**src/rtl/fetch_pkg.sv**
```systemverilog
// Shared types and default widths for the fetch sequencer.
package fetch_pkg;

  typedef enum logic [1:0] {
    IDLE = 2'd0,
    RUN  = 2'd1,
    DONE = 2'd2
  } fetch_state_t;

  localparam int DEFAULT_PC_BITS  = 12;
  localparam int DEFAULT_CNT_BITS = 16;

endpackage

```
**src/rtl/pc_next_calc.sv**
```systemverilog
// Combinational next-PC: sequential step, absolute or PC-relative branch,
// plus detection of the last memory address.
module pc_next_calc #(
  parameter int PC_BITS = 12
) (
  input  logic [PC_BITS-1:0] pc,
  input  logic               br_taken,
  input  logic               br_abs,
  input  logic [PC_BITS-1:0] br_target,
  output logic [PC_BITS-1:0] next_pc,
  output logic               at_end
);

  localparam logic [PC_BITS-1:0] PC_ONE = {{(PC_BITS-1){1'b0}}, 1'b1};

  always_comb begin
    next_pc = pc + PC_ONE;
    if (br_taken) begin
      // Relative targets are two's-complement; the add wraps modulo 2**PC_BITS.
      next_pc = br_abs ? br_target : (pc + br_target);
    end
  end

  assign at_end = (pc == {PC_BITS{1'b1}});

endmodule

```
**src/rtl/fetch_sequencer.sv**
```systemverilog
// Program-counter controller: IDLE/RUN/DONE sequencing with stall, branch,
// halt, saturating retire counter and sticky end-of-memory overrun flag.
module fetch_sequencer
  import fetch_pkg::*;
#(
  parameter int                  PC_BITS  = DEFAULT_PC_BITS,
  parameter logic [PC_BITS-1:0]  START_PC = '0,
  parameter int                  CNT_BITS = DEFAULT_CNT_BITS
) (
  input  logic                clk,
  input  logic                reset,
  input  logic                start,
  input  logic                stall,
  input  logic                halt,
  input  logic                br_taken,
  input  logic                br_abs,
  input  logic [PC_BITS-1:0]  br_target,
  output logic [PC_BITS-1:0]  pc,
  output logic                fetch_valid,
  output logic                busy,
  output logic                done,
  output logic                overrun,
  output logic [CNT_BITS-1:0] instr_count
);

  localparam logic [CNT_BITS-1:0] CNT_ONE = {{(CNT_BITS-1){1'b0}}, 1'b1};

  fetch_state_t        state_q, state_d;
  logic [PC_BITS-1:0]  pc_q, pc_d;
  logic [CNT_BITS-1:0] count_q, count_d;
  logic                overrun_q, overrun_d;

  logic [PC_BITS-1:0]  calc_pc;
  logic                at_end;
  logic [CNT_BITS-1:0] count_inc;

  pc_next_calc #(
    .PC_BITS(PC_BITS)
  ) u_pc_next_calc (
    .pc        (pc_q),
    .br_taken  (br_taken),
    .br_abs    (br_abs),
    .br_target (br_target),
    .next_pc   (calc_pc),
    .at_end    (at_end)
  );

  assign count_inc = (count_q == {CNT_BITS{1'b1}}) ? count_q : (count_q + CNT_ONE);

  always_comb begin
    state_d   = state_q;
    pc_d      = pc_q;
    count_d   = count_q;
    overrun_d = overrun_q;
    case (state_q)
      IDLE, DONE: begin
        if (start) begin
          state_d   = RUN;
          pc_d      = START_PC;
          count_d   = '0;
          overrun_d = 1'b0;
        end
      end
      RUN: begin
        if (halt) begin
          state_d = DONE;
          count_d = count_inc;
        end else if (!stall) begin
          count_d = count_inc;
          if (br_taken) begin
            pc_d = calc_pc;
          end else if (at_end) begin
            // Falling off the last address ends the program; pc stays put.
            state_d   = DONE;
            overrun_d = 1'b1;
          end else begin
            pc_d = calc_pc;
          end
        end
      end
      default: state_d = IDLE;
    endcase
  end

  always_ff @(posedge clk) begin
    if (reset) begin
      state_q   <= IDLE;
      pc_q      <= START_PC;
      count_q   <= '0;
      overrun_q <= 1'b0;
    end else begin
      state_q   <= state_d;
      pc_q      <= pc_d;
      count_q   <= count_d;
      overrun_q <= overrun_d;
    end
  end

  assign pc          = pc_q;
  assign busy        = (state_q == RUN);
  assign fetch_valid = (state_q == RUN) && !stall;
  assign done        = (state_q == DONE);
  assign overrun     = overrun_q;
  assign instr_count = count_q;

endmodule
```
**config.mk**
```make
export PLATFORM = sky130hd
export DESIGN_NAME = fetch_sequencer
export DESIGN_NICKNAME = d
export VERILOG_FILES = /design/src/rtl/fetch_pkg.sv /design/src/rtl/pc_next_calc.sv /design/src/rtl/fetch_sequencer.sv
export SDC_FILE = /design/constraint.sdc
export NUM_CORES = 1
export LEC_CHECK = 0
export ABC_AREA = 1
export CAP_MARGIN = 15
export CELL_PAD_IN_SITES_DETAIL_PLACEMENT = 1
export CELL_PAD_IN_SITES_GLOBAL_PLACEMENT = 1
export CORE_MARGIN = 5
export CORE_UTILIZATION = 32
export CTS_CLUSTER_SIZE = 40
export DETAILED_ROUTE_END_ITERATION = 7
export GPL_TIMING_DRIVEN = 0
export PLACE_DENSITY = 0.79
export SKIP_CTS_REPAIR_TIMING = 1
export SLEW_MARGIN = 25
export SYNTH_ARGS = -nofsm -noshare
export SYNTH_HDL_FRONTEND = slang
export SYNTH_SLANG_ARGS = --single-unit
```
**constraint.sdc**
```tcl
create_clock -name clk -period 1.95 [get_ports clk]
set_input_delay 0.4875 -clock clk [delete_from_list [all_inputs] [get_ports clk]]
set_output_delay 0.4875 -clock clk [all_outputs]
set_load 0.01 [all_outputs]
```
* Word-level counts from Yosys, hierarchy flattened
Index checks and enable logic that the tools add are counted.
Operators by class: equal/unequal tests 13, muxes and demuxes 25, add/subtract/negate cells 3, reductions and logical operators 9
Operators by type and width (count):
- 12-bit 2-to-1 mux | 7
- 16-bit 2-to-1 mux | 4
- 16-bit case mux with 2 select lines | 1
- 12-bit case mux with 2 select lines | 1
- 16-bit by 1-bit adder with 16-bit output (second input constant) | 1
- 16-bit == test (second input constant) | 1
- 12-bit by 1-bit adder with 12-bit output (second input constant) | 1
- 12-bit adder | 1
- 12-bit == test (second input constant) | 1
- 2-bit 2-to-1 mux | 5
- 3-bit != test (second input constant) | 3
- 2-bit != test (second input constant) | 4
- 6-bit AND reduction | 1
- 1-bit 2-to-1 mux | 5
- 5-bit AND reduction | 1
- 2-bit case mux with 2 select lines | 1
- 4-bit AND reduction | 1
- 3-bit by 2-bit != test with 1-bit output (second input constant) | 1
- 3-bit AND reduction | 1
- 2-bit by 1-bit == test with 1-bit output (second input constant) | 1
- 2-bit == test (second input constant) | 1
- 2-bit zero test | 1
- 2-bit by 1-bit != test with 1-bit output (second input constant) | 1
- 1-bit case mux with 2 select lines | 1
- 4 further kinds | 4
Word-level totals: word-level logic and storage cells 54, flip-flop bits (word level) 31, output and inout bits 32, input port bits 19

* Longest topological paths before layout
depth after elaboration 8, gate-level depth with buffers 12, depth with buffers taken out 12

* Cells and area by module
A second synthesis with hierarchy kept.
Second synthesis, totals: cells, all modules 489, area total of the unflattened synthesis 2861.5 um^2
Modules (own cells, without submodules):
- fetch_sequencer | sequential area each 620.6 um^2, instances 1, area an instance 1757.9 um^2, cells each 271
- pc_next_calc | sequential area each 0.0 um^2, instances 1, area an instance 1103.6 um^2, cells each 218

* Worst setup path after synthesis
No wires, ideal clock.
kind in2reg, start point in br_target[0], end point reg pc_q[6], in the netlist pc[6], library setup time 0.132 ns, path buffers 0, setup slack -0.090 ns, arrival 1.908 ns, stages on the path 11, data required time 1.818 ns, cell sequence ha_1 -> fa_1 -> nand3_1 -> nand3_1 -> nand2_1 -> nand2_1 -> or2_2 -> nand3_1 -> nand2_1 -> nand2_1 -> a21oi_1
On the way: longest elaborated chain between the ends 8
RTL lines:
- start, declared | line fetch_sequencer.sv:17 | input logic [PC_BITS-1:0] br_target,
- 12-bit adder (*) | line pc_next_calc.sv:20 | next_pc = br_abs ? br_target : (pc + br_target);
- 12-bit 2-to-1 mux (*) | line pc_next_calc.sv:20
- 12-bit 2-to-1 mux (*) | line pc_next_calc.sv:18 | if (br_taken) begin
- 12-bit 2-to-1 mux | line fetch_sequencer.sv:72 | end else if (at_end) begin
- 12-bit 2-to-1 mux (*) | line fetch_sequencer.sv:70 | if (br_taken) begin
- 12-bit 2-to-1 mux (*) | line fetch_sequencer.sv:68 | end else if (!stall) begin
- 12-bit 2-to-1 mux (*) | line fetch_sequencer.sv:65 | if (halt) begin
- 12-bit case mux with 2 select lines (*) | line fetch_sequencer.sv:55 | case (state_q)
- end signal, assigned | line fetch_sequencer.sv:93 | pc_q <= pc_d;
- end, declared | line fetch_sequencer.sv:29 | logic [PC_BITS-1:0] pc_q, pc_d;
Mark *: on every way between the ends. The rest lies on a longest branch, timed or not. The select of a mux whose other input is x is not followed. A chain may end at the register's enable or synchronous reset.

* Worst setup path in the final report
start point reg state_q[1], end point out done
On the way: longest elaborated chain between the ends 1
RTL lines:
- start, declared | line fetch_sequencer.sv:28 | fetch_state_t state_q, state_d;
- start signal, assigned | line fetch_sequencer.sv:92 | state_q <= state_d;
- 2-bit == test | line fetch_sequencer.sv:102 | assign done = (state_q == DONE);
- end, declared | line fetch_sequencer.sv:21 | output logic done,
Every way passes these cells.

==> flow_summary.yaml <==
setup_path:
  path_class: "register to primary output"
  crit_start: "state_q[1]"
  r2r_end: "pc[4]"
  crit_path_cell_trace: "inv_1 > nor2_1 > clkdlybuf4s50_1"
  arrival_ns: 1.44
  worstPathMaxFanout: 3
  r2r_setup_slack_ns: 0.10
  crit_required_ns: 1.46
  critPathLaunchType: "register"
  cp-endpoint: "done"
  crit_slowest_cell: "clkdlybuf4s50_1"
  cp_top_family: "buffers and inverters"
  end_kind: "primary output"
  critical_path.max_stage_delay_ns: 0.57
  worstSetupPathDepth: 3
  r2r_cells: 9
  r2r-start: "pc[3]"
  path_buf_inv: 2
routing:
  first_pass_iters: 4
  vias: 3203
  initialDrtViolationCount: 101
  via_per_inst: 5.22
  drt-total-wl_mm: 9.64
  drtAntennaViolNets: 0
  wl_met1_mm: 4.33
  met3_length_um: 237
  wl_per_cell_um: 15.7
  highest_layer: "met4"
  route.met2.wl_mm: 4.84
  drc: 0
layout:
  layout.nets: 541
  fill_cells: 1075
  final_common_cell: "nand2_1"
  layout-drive-gt1-share: 0.141
  area_growth_pct: 41.5
  mostFrequentLayoutCells: "nand2_1 (126), nor2_1 (53), inv_1 (49), a21oi_1 (46), clkdlybuf4s50_1 (37)"
  final_util: 0.457
  n_antenna_cell: 0
  finalInstanceArea_um2: 3700
synthesis:
  synth_top_family_by_area: "simple AND/OR/NAND/NOR gates"
  synth_fa_ha_area_frac: 0.0699
  synth_compound_area_frac: 0.133
  avgSynthCellArea_um2: 5.92
  synth_simple_gate_area_frac: 0.425
  synth.area.mux_share: 0
  yosysUniqueCellTypes: 32
  synthCells: 442
  syn_area_um2: 2620
  synthXorXnorAreaFrac: 0.0402
  yosysWarnings: 0
  ys_ff_latch: 31
  syn-num-nets: 475
  ys_seq_area_frac: 0.237
timing:
  whs_ns: 0.486
  slew_violations: 0
  min_period_ns: 1.92
  worst_pin_slew_ns: 0.531
  max_freq_ghz: 0.520
  skew_ns: 0.00859
  slew_headroom: 0.646
  period_share: 0.987
  setup_violations: 0
  hold_viol_final: 0
  fin_ws_ns: 0.0257
worst_hold_path:
  holdPathStages: 2
  min-delay-path-class: "register to register"
  hp-start: "instr_count[9]"
floorplanning:
  dieHeight_um: 100
  row_count: 33
  core_area_um2: 8090
  start_util: 0.323
  die_area_um2: 10100
  die_w_um: 100
  num_io_pins: 51
power_and_ir_drop:
  ir_worst_vdd_mv: 0.374
  switching_share: 0.348
  p_leak_nw: 1.62
  seq_power_share: 0.402
  p_per_area_nw_per_um2: 471
  p_comb_frac: 0.304
  intPower_mw: 1.14
  p_switching_mw: 0.607
  clkPwrFrac: 0.295
global_route:
  grt_max_degree: 11
  grt_util_all_layers: 0.186
  antenna_found_initial: 0
  grt_first_pass_wirelength_mm: 15.2
  grt_overflow: 0
  first_global_vias: 3256
clock_tree:
  cts_buffer_depth: 2
  tritoncts: "built"
  clock-sinks: 31
  htreeDepth: 2
  cts_root_buffer: "clkbuf_8"
  path_clk_slew_ns: 0.07
  clk_latency_ns: 0.29
  cts_buffers: 5
place:
  dp_hpwl_mm: 7.12
  gp_congestion: 0.846
  portBuffers: 50
  place_ws_ns: -0.635
  placed_area_um2: 3260
flow_run:
  maxCapViolations: 0
status:
  status: "finished, final reports clean"
==> worst min-delay path, stage by stage, from the launching register on <==
cell and delay (ns):
dfxtp_1 0.34, inv_1 0.06, a21oi_1 0.05
==> power groups by stage <==
stage	combinational, mW	sequential [mW]	clock (mW)
global placement	0.454	0.701	0
global route	0.590	0.704	0.559
floorplan	0.275	0.702	0
detailed placement	0.461	0.703	0
finish	0.529	0.700	0.514
CTS	0.466	0.689	0.530
==> cell families (layout without fill, tap and decap cells) <==
group	after synthesis	count (layout)
and+or+nand+nor	256	256
DFF	31	31
adders and majority gates	14	14
buffers and inverters	62	129
AOI/OAI and AO/OA	67	67
xor gates and xnor gates	12	12
==> state kept, by name, indices dropped and copies added, names as in the netlist <==
signal,count
instr_count,16
pc,12
state_q,2
overrun,1
==> final cells by class <==
class | instances | area (um^2) | share of cell area
Buffer | 8 | 51.3 | 0.0139
Clock buffer | 7 | 76.3 | 0.0206
Clock inverter | 1 | 5.00 | 0.00135
Inverter | 54 | 203 | 0.0548
Multi-Input combinational cell | 349 | 2000 | 0.540
Sequential cell | 31 | 633 | 0.171
Tap cell | 105 | 131 | 0.0355
Timing Repair Buffer | 59 | 601 | 0.162
==> synthesized netlist by cell type <==
master / instances / area (um^2)
fa_1: 1 / 20.0
ha_1: 13 / 163
a31oi_1: 1 / 6.26
nor2_4: 1 / 11.3
clkbuf_1: 5 / 18.8
nor3_1: 9 / 45.0
nand3_1: 33 / 165
xnor2_1: 5 / 43.8
nand4_1: 16 / 100
buf_6: 1 / 11.3
nand4_2: 1 / 12.5
a21o_1: 1 / 7.51
inv_2: 4 / 15.0
or2_2: 3 / 18.8
buf_4: 1 / 7.51
clkinv_1: 1 / 3.75
a221oi_1: 1 / 8.76
and3_1: 1 / 6.26
inv_1: 49 / 184
nor4_4: 1 / 21.3
o21bai_1: 1 / 7.51
o21ai_0: 13 / 65.1
nand2_1: 132 / 495
nor2_2: 3 / 18.8
dfxtp_1: 31 / 621
o21ai_1: 1 / 5.00
nor2_1: 55 / 206
nand2_4: 1 / 11.3
buf_2: 1 / 5.00
a21oi_2: 1 / 8.76
xor2_1: 7 / 61.3
a21oi_1: 48 / 240
==> layer usage <==
layer  track usage  vias up
met5             0        -
met4        0.0705        0
met3        0.0306       17
met2         0.327       52
met1         0.225     1559
li1              -     1575
==> worst min-delay path by stage <==
stage | to | slack, ns
4_1_cts | instr_count[9] | 0.49
6_report | instr_count[9] | 0.49
3_3_place_gp | instr_count[9] | 0.47
2_1_floorplan | instr_count[9] | 0.49
3_5_place_dp | instr_count[9] | 0.48
5_1_grt | instr_count[9] | 0.52
==> metrics by stage <==
stage,TNS (ns),std cells,total power [mW]
floorplan,0,442,0.977
global placement,-7.52,597,1.16
detailed placement,-8.46,597,1.16
CTS,-2.91,605,1.69
global route,-0.412,614,1.85
finish,0,614,1.74
Note: power is estimated with default switching activity, not from simulation.
